`src/rtl/alu_pkg.sv`:
```
// rtl/alu_pkg.sv - shared types and helpers for the shift-add multiplier
package alu_pkg;

  // Controller states; IDLE must encode as zero so reset and decode agree.
  typedef enum logic [1:0] {
    S_IDLE = 2'd0,
    S_CALC = 2'd1,
    S_DONE = 2'd2
  } mult_state_e;

  // Iteration counter width: wide enough to hold DATA_SIZE without wrapping.
  function automatic int cnt_width(input int data_size);
    return $clog2(data_size + 1);
  endfunction

endpackage

```
`src/rtl/mult_ctrl_fsm.sv`:
```
// rtl/mult_ctrl_fsm.sv - sequencing FSM and iteration counter for the multiplier
module mult_ctrl_fsm
  import alu_pkg::*;
#(
  parameter int DATA_SIZE = 8
) (
  input  logic clk,
  input  logic rst,
  input  logic start_i,
  output logic load_o,
  output logic step_o,
  output logic busy_o,
  output logic done_o
);

  localparam int CW = cnt_width(DATA_SIZE);
  localparam logic [CW-1:0] LAST_ITER = CW'(DATA_SIZE - 1);

  mult_state_e   state_q, state_d;
  logic [CW-1:0] count_q, count_d;

  // Next-state and counter logic; start is only honoured in IDLE.
  always_comb begin
    state_d = state_q;
    count_d = count_q;
    case (state_q)
      S_IDLE: begin
        if (start_i) begin
          state_d = S_CALC;
          count_d = '0;
        end
      end
      S_CALC: begin
        count_d = count_q + CW'(1);
        if (count_q == LAST_ITER) begin
          state_d = S_DONE;
        end
      end
      S_DONE:  state_d = S_IDLE;
      default: state_d = S_IDLE;
    endcase
  end

  // State and counter registers with synchronous reset.
  always_ff @(posedge clk) begin
    if (rst) begin
      state_q <= S_IDLE;
      count_q <= '0;
    end else begin
      state_q <= state_d;
      count_q <= count_d;
    end
  end

  // Strobes to the datapath and status flags, decoded from the state register.
  always_comb begin
    load_o = (state_q == S_IDLE) && start_i;
    step_o = (state_q == S_CALC);
    busy_o = (state_q != S_IDLE);
    done_o = (state_q == S_DONE);
  end

endmodule

```
`src/rtl/shift_add_multiplier.sv`:
```
// rtl/shift_add_multiplier.sv - sequential unsigned shift-add multiplier datapath
module shift_add_multiplier
  import alu_pkg::*;
#(
  parameter int DATA_SIZE = 8
) (
  input  logic                   clk,
  input  logic                   rst,
  input  logic                   start,
  input  logic [DATA_SIZE-1:0]   multiplicand,
  input  logic [DATA_SIZE-1:0]   multiplier,
  output logic                   busy,
  output logic                   done,
  output logic [2*DATA_SIZE-1:0] product
);

  localparam int W = DATA_SIZE;

  logic           load;
  logic           step;
  logic [W-1:0]   a_q, a_d;
  logic [2*W-1:0] p_q, p_d;
  logic [W:0]     sum;

  mult_ctrl_fsm #(
    .DATA_SIZE(DATA_SIZE)
  ) u_ctrl (
    .clk     (clk),
    .rst     (rst),
    .start_i (start),
    .load_o  (load),
    .step_o  (step),
    .busy_o  (busy),
    .done_o  (done)
  );

  // One iteration: conditional add into the upper half (carry kept), then shift right.
  always_comb begin
    a_d = a_q;
    p_d = p_q;
    sum = {1'b0, p_q[2*W-1:W]} + (p_q[0] ? {1'b0, a_q} : '0);
    if (load) begin
      a_d = multiplicand;
      p_d = {{W{1'b0}}, multiplier};
    end else if (step) begin
      p_d = {sum, p_q[W-1:1]};
    end
  end

  // Operand and working registers; cleared on reset so an aborted run leaves nothing behind.
  always_ff @(posedge clk) begin
    if (rst) begin
      a_q <= '0;
      p_q <= '0;
    end else begin
      a_q <= a_d;
      p_q <= p_d;
    end
  end

  assign product = p_q;

endmodule

```
`config.mk`:
```
export PLATFORM = sky130hd
export DESIGN_NAME = shift_add_multiplier
export DESIGN_NICKNAME = d
export VERILOG_FILES = /design/src/rtl/alu_pkg.sv /design/src/rtl/mult_ctrl_fsm.sv /design/src/rtl/shift_add_multiplier.sv
export SDC_FILE = /design/constraint.sdc
export NUM_CORES = 1
export LEC_CHECK = 0
export ABC_CLOCK_PERIOD_IN_PS = 5300
export BUFFER_PORTS_ARGS = -buffer_cell sky130_fd_sc_hd__buf_2
export CAP_MARGIN = 10
export CORE_MARGIN = 2
export CORE_UTILIZATION = 45
export CTS_BUF_LIST = sky130_fd_sc_hd__clkbuf_8
export DETAILED_ROUTE_END_ITERATION = 10
export GPL_TIMING_DRIVEN = 0
export HOLD_SLACK_MARGIN = 0.1
export PLACE_DENSITY = 0.75
export SLEW_MARGIN = 20
export SYNTH_ARGS = -nofsm -noshare
export SYNTH_HDL_FRONTEND = slang
export SYNTH_HIERARCHICAL = 1
export SYNTH_SLANG_ARGS = --single-unit
```
`constraint.sdc`:
```
create_clock -name clk -period 5.3 [get_ports clk]
set_clock_uncertainty 0.15 [all_clocks]
set_input_delay 0.53 -clock clk [delete_from_list [all_inputs] [get_ports clk]]
set_output_delay 0.53 -clock clk [all_outputs]
set_load 0.01 [all_outputs]
```
==> summary.md <==
| Metric | Value |
|---|---|
| Clk slew on worst S/H paths | `0.06 ns` |
| Average cell area after synthesis | `8.711 um2` |
| Most frequent cells in the layout | `buf_2, nor2_1, dfxtp_1` |
| Slew headroom | `69.19%` |
| Rows | `21` |
| Initial Util | `47.29%` |
| Die width | `63.68 um` |
| DR vias | `about 1400` |
| Sequential power share | `between 40% and 50%` |
| Clock root buffer | `clkbuf_8` |
| Dpl hpwl | `approximately 2500 um` |
| Area Overhead vs Synth | `21.86%` |
| WP data arrival | `2.32 ns` |
| Drt total wl | `3423 um` |
| CTS tree | `yes` |
| Post-synth EDFFs | `0` |
| Synth unique cells | `45` |
| Buffers added on ports | `36` |
| Register Area | `600.6 um2` |
| Sw Share | `23.75%` |
| GPL Wtd Cong | `0.8668` |
| Clock power share | `43.6%` |
| Netlist area before placement | `0.001603 mm2` |
| RSZ-0062 raised after global routing | `no` |
| Final Net Count | `256` |
| Slew Limit Fails | `0` |
| Hold_buf cts | `0` |
| Status | `finished, final reports clean` |
| Main synth FF type | `dfxtp_1` |
| H-tree depth | `2` |
| Routed vias/inst | `5.249` |
| Internal | `~410 uW` |
| Post-Place Setup Slack | `3.020 ns` |
| Sink Count | `30` |
| P_sw | `128.8 uW` |
| Tot GR Track Use | `18.82%` |
| Clock latency at the later pin of the worst-skew pair | `0.29 ns` |
| Pwr dens | `277.8 mW/mm2` |
| Setup Buffers After CTS | `0` |
| Area of the multi-input gates | `944.7 um2` |
| Worst R2R Path Depth | `7` |
| Fraction of registers with async set/reset | `0%` |
| Final setup fails | `0` |
| Fin Setup TNS | `0 ns` |
| Achievable Freq | `~0.44 GHz` |
| CP Max Fanout | `10` |
| Critical path destination | `product[13]` |
| Maximum vdd ir drop | `182.7 uV` |
| First-pass DRT Iterations | `4` |
| Crit end category | `register` |
| Comb pwr share | `approximately 12%` |
| Share of layout cells above drive strength 1 | `25.99%` |
| FILL cells | `333` |
| Crit. Startpoint | `product[0]` |
| Antenna diode count | `0` |
| Initial antenna violation count | `0` |
| LEAKAGE | `0.9546 nW` |
| Global-route wire length before repair | `just under 6000 um` |
| Final worst-path cycle share | `43.27%` |
| Critical path data required time | `5.32 ns` |
| Total of max-cap violations | `0` |
| Post-synthesis sequential area ratio | `37.47%` |
| R2R Setup Slk | `3.01 ns` |
| WHS | `0.3264 ns` |
| Die Height | `63.68 um` |
| Die ar. | `0.004055 mm2` |
| Crit path kind | `reg -> reg` |
| Final instance area | `0.001953 mm2` |
| Clock Tree Buf Depth | `2` |
| Most common cell after layout, fill and taps aside | `buf_2` |
| Post-Syn Nets | `213` |
| Mean routed wirelength per cell | `about 13 um` |
| Fin. Hold Viols | `0` |
| FF-to-FF End | `product[13]` |
| DRC violations left | `0` |
| Hold Crit Class | `in -> reg` |
| Final setup margin | `~3 ns` |
| Post-DRT Antenna Nets | `0` |
| Seq cells post-synth | `30` |
| Hold Crit Start | `multiplicand[7]` |
| Slew of the pin with the lowest slew margin | `0.4622 ns` |
| RR Startpoint | `product[0]` |
| Startpoint Class | `register` |
| Yosys warns | `6` |
| Min Tclk post-route | `about 2.3 ns` |
| Syn Inst Count | `between 150 and 200` |
| GRT overflow | `0` |
| Pin count of the biggest net entering global routing | `11` |
| Inserted Clock Buffers | `5` |
| Dpl cell area | `0.001841 mm2` |
| Initial DRC Count | `40` |
| Core Area | `0.003390 mm2` |
| Vias in the first global route | `1343` |
| Post-cts sizing count | `0` |
| IO Pins | `37` |
cells by family after synthesis:
kind of cell / share of synthesized area (%)
buffers and inverters: 3.590
adders and majority gates: 8.275
xor gates and xnor gates: 0.5465
AOI/OAI and AO/OA: 16.63
DFF: 37.47
muxes: 11.24
and+or+nand+nor: 22.25
how the worst min path moves through the flow:
stage	end	slack, ns	cells past startpoint
after detailed placement	product[11]	0.32	2
after CTS	product[6]	0.32	3
after global routing	a_q[2]	0.34	3
after global placement	a_q[4]	0.31	2
after floorplan	a_q[0]	0.30	2
final	a_q[7]	0.33	3
through the flow:
step	util (%)	std cells	power, mW
floorplan	-	184	0.2887
global placement	54.30	266	0.3098
detailed placement	54.30	266	0.3114
CTS	57.62	273	0.5472
global route	57.62	273	0.5650
finish	57.62	273	0.5425
cells in the mapped netlist (3+ instances only):
library cell | n | area, um2
ha_1 | 9 | 112.6
nand2_1 | 9 | 33.78
and2_1 | 9 | 56.30
a21oi_1 | 11 | 55.05
mux2i_1 | 18 | 180.2
a21o_1 | 3 | 22.52
dfxtp_1 | 30 | 600.6
nor2_1 | 37 | 138.9
buf_2 | 4 | 20.02
a211oi_1 | 3 | 22.52
nand3_1 | 6 | 30.03
inv_1 | 4 | 15.01
flip-flops by register name (all words and copies together), names as in the netlist:
register and count:
a_q 8, u_ctrl/state_q 2, product 16, u_ctrl/count_q 4
worst max-delay path, cell delays in order (launching register included):
cell and delay [ns]:
dfxtp_1 0.40, and2_1 0.20, ha_1 0.23, fa_1 0.44, a211o_1 0.34, a21oi_2 0.13
o21ai_1 0.07, a41o_1 0.23
power groups by stage:
stage | combinational (mW) | clock, mW | sequential (mW)
floorplan | 0.0399 | 0 | 0.249
global placement | 0.0618 | 0 | 0.248
detailed placement | 0.0629 | 0 | 0.248
CTS | 0.0632 | 0.241 | 0.244
global route | 0.0704 | 0.250 | 0.245
finish | 0.0626 | 0.237 | 0.243
metal layers:
layer  GRT usage [%]  up-vias  share of wire [%]
met5               0        -                  0
met4           9.783        0                2.0
met3           5.179        8                4.1
met2           29.74       27                 46
met1           23.24      660                 48
li1                -      738                  -
area by class of cell:
| class | count | share of cell area, % |
|---|---|---|
| Buffer | 7 | 1.986 |
| Clock buffer | 6 | 4.228 |
| Clock inverter | 1 | 1.537 |
| Inverter | 5 | 0.9609 |
| Multi-Input combinational cell | 142 | 48.37 |
| Sequential cell | 30 | 30.75 |
| Tap cell | 46 | 2.947 |
| Timing Repair Buffer | 36 | 9.225 |
(Power assumes the default switching activity.)
